`src/rtl/conway_cell_logic.sv`:
```
// Game of Life cell: B3/S23 rule over eight neighbour bits.
// Ports: clk, rst_n (sync, active-low), ena, in[7:0], prev_state -> neighbor_count[3:0], next_state, state_q.
module conway_cell_logic #(
  parameter logic RESET_STATE = 1'b0
) (
  input  logic       clk,
  input  logic       rst_n,
  input  logic       ena,
  input  logic [7:0] in,
  input  logic       prev_state,
  output logic [3:0] neighbor_count,
  output logic       next_state,
  output logic       state_q
);

  logic [1:0] sum_l0_0;
  logic [1:0] sum_l0_1;
  logic [1:0] sum_l0_2;
  logic [1:0] sum_l0_3;
  logic [2:0] sum_l1_0;
  logic [2:0] sum_l1_1;
  logic       is_two;
  logic       is_three;

  // Balanced adder tree; each level widens by one bit so 8 fits.
  assign sum_l0_0 = {1'b0, in[0]} + {1'b0, in[1]};
  assign sum_l0_1 = {1'b0, in[2]} + {1'b0, in[3]};
  assign sum_l0_2 = {1'b0, in[4]} + {1'b0, in[5]};
  assign sum_l0_3 = {1'b0, in[6]} + {1'b0, in[7]};

  assign sum_l1_0 = {1'b0, sum_l0_0} + {1'b0, sum_l0_1};
  assign sum_l1_1 = {1'b0, sum_l0_2} + {1'b0, sum_l0_3};

  assign neighbor_count = {1'b0, sum_l1_0} + {1'b0, sum_l1_1};

  assign is_two   = (neighbor_count == 4'd2);
  assign is_three = (neighbor_count == 4'd3);

  // Three neighbours always live; two keep the current value.
  assign next_state = is_three | (is_two & prev_state);

  always_ff @(posedge clk) begin
    if (!rst_n) begin
      state_q <= RESET_STATE;
    end else if (ena) begin
      state_q <= next_state;
    end
  end

endmodule

```
`config.mk`:
```
export PLATFORM = sky130hd
export DESIGN_NAME = conway_cell_logic
export DESIGN_NICKNAME = d
export VERILOG_FILES = /design/src/rtl/conway_cell_logic.sv
export SDC_FILE = /design/constraint.sdc
export NUM_CORES = 1
export LEC_CHECK = 0
export BUFFER_PORTS_ARGS = -buffer_cell sky130_fd_sc_hd__buf_4
export CAP_MARGIN = 20
export CORE_AREA = 2 2 39 41
export DETAILED_ROUTE_END_ITERATION = 7
export DIE_AREA = 0 0 41 43
export PLACE_DENSITY = 0.5
export SLEW_MARGIN = 40
export SYNTH_ARGS = -nofsm -noshare
export SYNTH_HDL_FRONTEND = slang
export SYNTH_SLANG_ARGS = --single-unit
```
`constraint.sdc`:
```
create_clock -name clk -period 3.95 [get_ports clk]
set_clock_uncertainty 0.1 [all_clocks]
set_input_delay 0.5925 -clock clk [delete_from_list [all_inputs] [get_ports clk]]
set_output_delay 0.5925 -clock clk [all_outputs]
set_load 0.01 [all_outputs]
```
* Word level (Yosys, flattened, before mapping)
Cells that the tools add are included.
** Word-level totals
- Output and inout bits :: 6
- Flip-flop bits (word level) :: 1
** Cells by class
- Eq/ne operators :: 2
- Bitwise logic cells :: 2
- Add/sub/neg operators :: 7
** Operator list (count)
- $add 1x1->2 :: 4
- $eq 4x2->1 const B :: 2
- $add 2x2->3 :: 2
- $add 3x3->4 :: 1
- $and 1x1->1 :: 1
- $or 1x1->1 :: 1

* Depth between registers and ports, before layout
Gate-level depths: netlist of the first run.
- Depth in word-level cells :: 6
- Gate-level depth with buffers :: 10
- Depth with buffers taken out :: 10

* Least setup slack after synthesis of the first run
Ideal clock, no wire load.
- Kind :: input to output
- Start point :: in in[0]
- End point :: out next_state
- Required time :: 3257 ps
- Cell stages on the path :: 9
- Arrival time :: 3177 ps
- Buffers on the path :: 0
- Setup slack :: 80 ps
- Cells stage by stage :: fa_1 > inv_1 > fa_1 > fa_1 > inv_1 > ha_1 > fa_1 > o21a_1 > o21a_1
** On the way
- Word-level cells in the longest chain between the ends :: 6
** Ends and longest elaborated chain
- start: declaration :: line 9 : input logic [7:0] in,
- $add 1x1->2 (*) :: line 26 : assign sum_l0_0 = {1'b0, in[0]} + {1'b0, in[1]};
- $add 2x2->3 (*) :: line 31 : assign sum_l1_0 = {1'b0, sum_l0_0} + {1'b0, sum_l0_1};
- $add 3x3->4 (*) :: line 34 : assign neighbor_count = {1'b0, sum_l1_0} + {1'b0, sum_l1_1};
- via neighbor_count[1] :: line 11 : output logic [3:0] neighbor_count,
- $eq 4x2->1 :: line 36 : assign is_two = (neighbor_count == 4'd2);
- $and 1x1->1 :: line 40 : assign next_state = is_three | (is_two & prev_state);
- $or 1x1->1 (*) :: line 40
- end: declaration :: line 12 : output logic next_state,
The timed path passes the listed nets; every way through them passes the cells marked *.

* Final worst setup path of the first run
- Start point :: in in[0]
- End point :: out next_state
** On the way
- Word-level cells in the longest chain between the ends :: 6
** Ends and longest elaborated chain (line)
- $add 1x1->2 (*) :: 26
- $add 2x2->3 (*) :: 31
- $add 3x3->4 (*) :: 34
- $eq 4x2->1 :: 36
- $and 1x1->1 :: 40
- $or 1x1->1 (*) :: 40
Mark *: on every way between the ends. The rest lies on a longest branch, timed or not.

==> results_dict.tcl, run 1 <==
set metrics [dict create \
    synth-simple-area-share 0.113 \
    synth_area_um2 244 \
    met3_usage 0 \
    wl_per_cell_um 7.69 \
    syn_to_final_growth_pct 88.2 \
    post-route-util 0.332 \
    totalWireLength_um 500 \
    fin_crit_sh 1.02 \
    worstReg2RegStart "state_q" \
    worst_slack_ns -0.0624 \
    ff2ff_path_depth 3 \
    top_usage_layer "met2" \
    synth_top_family_by_area "adder cells" \
    num_antenna_cells 0 \
    antenna_found_initial 0 \
    critPathCaptureType "output port" \
    leakage_uw 0.000267 \
    synth_adder_area_share 0.482 \
    synth_top_cell_by_area "fa_1" \
    initial_core_util 0.176 \
    globalplace.congestion 0.567 \
    min_path_cells 3 \
    setup_tns_ns -0.0624 \
    min_period_ns 4.01 \
    ys_warn_count 0 \
    ys_types 12 \
    port_buffers 17 \
    cp_data_required_time_ns 3.26 \
    worstSetupPathType "primary input to output port" \
    synth_area_leaders "fa_1 (33%), ha_1 (15%), inv_1 (12%)" \
    layout_commonest_cell "buf_4" \
    report.final.slew_viol_count 0 \
    drtPass1Iterations 2 \
    clock_latency_ns 0 \
    clk_pin_slew_ns 0 \
    largest_reg_flops 1 \
    cp.arrival_ns 3.32 \
    synth.avg_cell_area_um2 9.38 \
    worstMarginPinSlew_ns 0.166 \
    synth_nets 45 \
    start_kind "primary input" \
    power_frac_comb 0.925 \
    reg2reg_slack_ns 2.89 \
    die_w_um 41 \
    largestRegisters "state_q: 1 flops" \
    clockPowerShare 0 \
    max-vdd-ir-drop_mv 0.219 \
    use_met2 0.0875 \
    die_area_mm2 0.00176 \
    drtAntennaViolNets 0 \
    synth_cells 26 \
    synth_compound_area_frac 0.164 \
    max_freq_mhz 249 \
    ys_ff_latch 1 \
    rsz0062_at_grt "true" \
    coreArea_mm2 0.00138 \
    pin_count 18 \
    max-cap-violations 0 \
    synth-xor-area-share 0.0359 \
    synth_top_area_frac 0.328 \
    avgViaCountPerCell 3.89 \
    power_density_mw_per_mm2 367 \
    synth_mux_area_frac 0 \
    fillers 153 \
    min_to "state_q" \
    drc 0 \
    fin_nets 70 \
    p_switching_uw 62.8 \
    hpwlAfterDp_um 466 \
    min_path_type "flip-flop to flip-flop" \
    grt_pass1_vias 203 \
    drtIter0Drc 1 \
    num_rows 14 \
    grt_max_degree 5 \
    hp-start "state_q" \
    num_vias 253 \
    cp_max_fo 2 \
    grt_use_met1 0.0609 \
    slew_headroom 0.890 \
    r2r_end "state_q" \
    violations "negative setup slack" \
    power_frac_seq 0.075 \
    setup_viol 1 \
    grt-ovfl-total 0 \
    grt_pass1_wl_um 634 \
    die_y_um 43 \
    run_status "finished with violations" \
    grtUsageTotal 0.0471 \
    drive_gt1_frac 0.551 \
    regMostFlops "state_q" \
    ys_seq_area_frac 0.0821 \
    internal_power_uw 106 \
    finalHoldViolCount 0 \
    layout_common_cells "buf_4 (21), inv_1 (7), fa_1 (3)" \
    p_sw_frac 0.372 \
]
## per-stage QoR
| stage | std cells | hold WS [ns] | worst slack [ns] | cell area, µm² | power [µW] |
|---|---|---|---|---|---|
| CTS | 65 | 0.575 | -0.0936 | 449 | 166 |
| detailed placement | 64 | 0.572 | -0.154 | 429 | 157 |
| global route | 65 | 0.598 | -0.159 | 459 | 186 |
| finish | 65 | 0.569 | -0.0624 | 459 | 169 |
| floorplan | 26 | 0.599 | 0.0802 | 244 | 82.3 |
| global placement | 64 | 0.568 | -0.146 | 429 | 157 |
## Yosys cell counts (all sizes together)
master  count
a21oi       1
a41o        2
and3        1
and3b       1
dfxtp       1
fa          4
ha          3
inv         8
nor2        1
nor2b       1
o21a        2
xor2        1
## worst max-delay path, cell delays in order
cell,delay [ns]
buf_6,0.09
fa_1,0.53
inv_1,0.05
fa_1,0.44
fa_1,0.51
inv_2,0.05
ha_4,0.16
fa_2,0.53
o21a_1,0.14
o21a_1,0.12
buf_4,0.11
## cells by family (layout without fill, tap and decap cells)
family	after synthesis	after routing
flops	1	1
xor+xnor	1	1
fa+ha+maj	7	7
compound gates	5	5
buf+inv	8	31
simple gates	4	4
## routing by layer
layer,routed length [µm],share of wire,up-vias
li1,-,-,130
met1,215,0.43,107
met2,211,0.42,16
met3,72,0.14,0
met4,0,0,0
met5,0,0,-
## layout make-up
class / count / area, µm² / share of cell area
Multi-Input combinational cell: 17 / 209 / 0.455
Inverter: 8 / 30.0 / 0.0654
Tap cell: 16 / 20.0 / 0.0436
Sequential cell: 1 / 20.0 / 0.0436
Timing Repair Buffer: 23 / 180 / 0.392
## how the worst max path moves through the flow
stage               startpoint    endpoint  slack [ns]  depth (start not counted)
floorplan                in[0]  next_state        0.08                          9
global placement         in[0]  next_state       -0.15                         11
detailed placement       in[0]  next_state       -0.15                         11
CTS                      in[0]  next_state       -0.09                         11
global route             in[0]  next_state       -0.16                         11
finish                   in[0]  next_state       -0.06                         11
## power by group through the flow
stage	clock network (µW)	logic (µW)	registers [µW]
global route	0	173	12.9
detailed placement	0	145	12.7
CTS	0	153	12.8
floorplan	0	68.8	13.5
finish	0	156	12.7
global placement	0	144	12.7
## repair_timing
item | in CTS | in global routing
setup buffers | 1 | 0
hold buffers | 0 | 0
gates resized for setup | 4 | 2
endpoints found under the setup margin | 2 | 2
(Power assumes the default switching activity.)
==> run 2: changes to the inputs <==
Settings changed: PLACE_DENSITY 0.5 to unset, PLACE_DENSITY_LB_ADDON set to 0.12.
==> run 2 against run 1 <==
The run still ends with negative setup slack left. Global-route usage rose by 1.7 points. Utilization down 1.8 points. Sequential share of layout area is 0.25 points higher. Via count is 1.6% lower. Die area did not move. Fmax decreased by 0.15%. Sequential power hardly changed. Critical endpoint unchanged. Largest power group unchanged.
==> results_dict.tcl, run 2 (synthesis gave the netlist of run 1 again) <==
set metrics [dict create \
    wl_per_cell_um 8.76 \
    grt_pass1_wl_um 855 \
    worstMarginPinSlew_ns 0.180 \
    die_w_um 41 \
    critical-path-max-stage-delay_ns 0.53 \
    regMostFlops "state_q" \
    globalplace.congestion 0.671 \
    num_vias 249 \
    r2r_end "state_q" \
    drtIter0Drc 0 \
    port_buffers 17 \
    report.final.slew_viol_count 0 \
    max_freq_mhz 249 \
    run_status "finished with violations" \
    crit_chain "buf_6, fa_1, inv_1, fa_1, fa_1, inv_1, ha_2, fa_2, o21a_1, o21a_1, buf_4" \
    antenna_found_initial 0 \
    max-cap-violations 0 \
    start_kind "primary input" \
    totalWireLength_um 552 \
    grt_pass1_vias 229 \
    cp_max_fo 2 \
    clk_pin_slew_ns 0 \
    min_period_ns 4.02 \
    cpMaxStageDelayCell "fa_2" \
    min_path_type "flip-flop to flip-flop" \
    grt-ovfl-total 0 \
    fin_crit_sh 1.02 \
    die_area_mm2 0.00176 \
    min_to "state_q" \
    placed_cell_area_um2 422 \
    num_rows 14 \
    grt_max_degree 5 \
    rsz0062_at_grt "true" \
    drtAntennaViolNets 0 \
    cp.buffers_inverters 4 \
    crit_top_cell "fa_1" \
    cp.arrival_ns 3.33 \
    drive_gt1_frac 0.511 \
    pin_count 18 \
    worst_slack_ns -0.0683 \
    finalHoldViolCount 0 \
    leakage_uw 0.000256 \
    dp_worst_setup_slack_ns -0.115 \
    fin_area_um2 434 \
    initial_core_util 0.176 \
    coreArea_mm2 0.00138 \
    layout_commonest_cell "buf_4" \
    setup_viol 1 \
    violations "negative setup slack" \
    critPathCaptureType "output port" \
    clock_latency_ns 0 \
    hp-start "state_q" \
    path_delay_family "adder cells" \
    max-vdd-ir-drop_mv 0.166 \
    layout_common_cells "buf_4 (19), inv_1 (8), fa_1 (3)" \
    num_antenna_cells 0 \
    avgViaCountPerCell 3.95 \
    ff2ff_path_depth 3 \
    worstReg2RegStart "state_q" \
    ctsHoldBuffers 0 \
    slew_headroom 0.880 \
    setup_tns_ns -0.0683 \
    grtUsageTotal 0.0645 \
    min_path_cells 3 \
    power_density_mw_per_mm2 369 \
    largestRegisters "state_q: 1 flops" \
    drc 0 \
    hpwlAfterDp_um 503 \
    reg2reg_slack_ns 2.89 \
    cp_data_required_time_ns 3.26 \
    power_uw 160 \
    worstSetupPathType "primary input to output port" \
    drtPass1Iterations 1 \
    syn_to_final_growth_pct 77.9 \
    die_y_um 43 \
    largest_reg_flops 1 \
    fin_nets 68 \
    post_cts_buffers 0 \
]
run 2: cell type report:
| type | count | area, µm² |
|---|---|---|
| flip-flops and latches | 1 | 20.0 |
| repair buffers | 21 | 165 |
| fillers | 156 | 950 |
| well taps | 16 | 20.0 |
| inverters | 8 | 30.0 |
| multi-input cells | 17 | 199 |
run 2: worst max-delay path by stage:
stage | start | end | slack, ns | cells past startpoint
after floorplan | in[0] | next_state | 0.08 | 9
after global placement | in[0] | next_state | -0.09 | 11
after detailed placement | in[0] | next_state | -0.12 | 11
after CTS | in[0] | next_state | -0.11 | 11
after global routing | in[0] | next_state | -0.17 | 11
final | in[0] | next_state | -0.07 | 11
run 2: metrics by stage:
step,std cells,utilization,hold slack [ns]
global route,63,0.314,0.624
CTS,63,0.308,0.585
floorplan,26,-,0.599
finish,63,0.314,0.577
detailed placement,63,0.305,0.582
global placement,63,0.305,0.556
run 2: timing repair:
action / CTS / global route
endpoints found under the hold margin: 0 / 0
endpoints found under the setup margin: 2 / 2
gates cloned: 0 / 0
resized for setup: 2 / 2
run 2: metal layers:
| layer | vias up | GRT usage | share of wire |
|---|---|---|---|
| li1 | 127 | - | - |
| met1 | 111 | 0.0714 | 0.36 |
| met2 | 11 | 0.128 | 0.53 |
| met3 | 0 | 0.00524 | 0.10 |
| met4 | 0 | 0 | 0 |
| met5 | - | 0 | 0 |
run 2: worst register-to-register path, delay by kind of cell, from the launching register on:
kind,cells,cell delay [ns]
AOI/OAI and AO/OA,2,0.39
DFF,1,0.29
and+or+nand+nor,1,0.17
run 2: report_power, final:
group	internal, µW	switching [µW]	total, µW
Clock	0	0	0
Combinational	86.7	60.5	147
Sequential	12.0	0.884	12.9
Total	98.8	61.4	160
==> run 3: changes to the inputs <==
Settings changed: MAX_ROUTING_LAYER set to met4.
==> run 3 against run 2 <==
The run still ends with negative setup slack left. Utilization unchanged. Highest routed layer unchanged. Critical endpoint unchanged. Worst hold slack better by 0.00057 ns. Worst setup slack unchanged.
==> results_dict.tcl, run 3 (synthesis gave the netlist of run 1 again) <==
set metrics [dict create \
    power_frac_seq 0.081 \
    fin_crit_sh 1.02 \
    num_vias 249 \
    die_w_um 41 \
    fin_area_um2 434 \
    layout.cells.non_filler 63 \
    power_frac_comb 0.919 \
    max-vdd-ir-drop_mv 0.166 \
    grt-ovfl-total 0 \
    totalWireLength_um 552 \
    critPathCaptureType "output port" \
    layout_common_cells "buf_4 (19), inv_1 (8), fa_1 (3)" \
    num_rows 14 \
    rsz0062_at_grt "true" \
    violations "negative setup slack" \
    setup_tns_ns -0.0683 \
    cp_data_required_time_ns 3.26 \
    post-route-util 0.314 \
    slew_headroom 0.880 \
    hpwlAfterDp_um 503 \
    wl_per_cell_um 8.76 \
    clk_pin_slew_ns 0 \
    drtIter0Drc 0 \
    layout_commonest_cell "buf_4" \
    max_freq_mhz 249 \
    power_density_mw_per_mm2 369 \
    clock_latency_ns 0 \
    worstSetupPathType "primary input to output port" \
    grtUsageTotal 0.0660 \
    min_period_ns 4.02 \
    grt_pass1_wl_um 855 \
    syn_to_final_growth_pct 77.9 \
    post_cts_buffers 0 \
    worst_slack_ns -0.0683 \
    cp.arrival_ns 3.33 \
    clockPowerShare 0 \
    num_antenna_cells 0 \
    cp_max_fo 2 \
    grt_pass1_vias 229 \
    die_area_mm2 0.00176 \
    globalplace.congestion 0.677 \
    die_y_um 43 \
    drc 0 \
    worstMarginPinSlew_ns 0.180 \
    fillers 156 \
    run_status "finished with violations" \
    grt_max_degree 5 \
    p_sw_frac 0.383 \
    drive_gt1_frac 0.511 \
    regMostFlops "state_q" \
    multiInputGateArea_um2 199 \
    report.final.slew_viol_count 0 \
    avgViaCountPerCell 3.95 \
    setup_viol 1 \
    p_switching_uw 61.4 \
    fin_nets 68 \
    initial_core_util 0.176 \
    seqCellArea_um2 20.0 \
    pin_count 18 \
    leakage_uw 0.000256 \
    port_buffers 17 \
    drtAntennaViolNets 0 \
    start_kind "primary input" \
    largestRegisters "state_q: 1 flops" \
    internal_power_uw 98.8 \
    finalHoldViolCount 0 \
    max-cap-violations 0 \
    drtPass1Iterations 1 \
    dp.cells 63 \
    antenna_found_initial 0 \
    placed_cell_area_um2 422 \
    largest_reg_flops 1 \
    min_path_type "flip-flop to flip-flop" \
    dp_worst_setup_slack_ns -0.115 \
    coreArea_mm2 0.00138 \
]
-- run 3: cell counts in the layout (fill, tap and decap cells not counted) --
No cell type changed its count.
-- run 3: repair_timing --
item / in CTS / in global routing
endpoints found under the hold margin: 0 / 0
resized for setup: 2 / 2
hold buffers: 0 / 0
endpoints found under the setup margin: 2 / 2
-- run 3: path summary, 6_finish.rpt --
check | start | to | slack, ns | depth (start not counted)
worst max register to register | state_q | state_q | 2.89 | 3
worst min register to register | state_q | state_q | 0.58 | 3
worst min-delay path | state_q | state_q | 0.58 | 3
worst max-delay path | in[0] | next_state | -0.07 | 11
-- run 3: power by group through the flow --
stage               sequential [µW]  combinational [µW]  clock [µW]
finish                         12.9                 147           0
global placement               12.7                 141           0
floorplan                      13.5                68.8           0
global route                   13.1                 165           0
CTS                            13.0                 147           0
detailed placement             12.9                 144           0
-- run 3: routing by layer --
metal | routed length, µm | vias up | part of all wire | track usage
li1 | - | 127 | - | -
met1 | 208 | 111 | 0.38 | 0.0747
met2 | 293 | 11 | 0.53 | 0.128
met3 | 50 | 0 | 0.091 | 0
met4 | 0 | 0 | 0 | 0
met5 | 0 | - | 0 | -
-- run 3: area by class of cell --
cell class                      count  area share
Inverter                            8      0.0692
Multi-Input combinational cell     17       0.458
Sequential cell                     1      0.0461
Tap cell                           16      0.0461
Timing Repair Buffer               21       0.380
-- run 3: per-stage QoR --
stage	hold slack [ns]	power (µW)
floorplan	0.599	82.3
global placement	0.556	153
detailed placement	0.582	157
CTS	0.585	160
global route	0.624	178
finish	0.577	160
-- run 3: worst max-delay path: stages --
cell	delay (ns)
buf_6	0.09
fa_1	0.52
inv_1	0.05
fa_1	0.45
fa_1	0.49
inv_1	0.04
ha_2	0.17
fa_2	0.53
o21a_1	0.15
o21a_1	0.12
buf_4	0.11
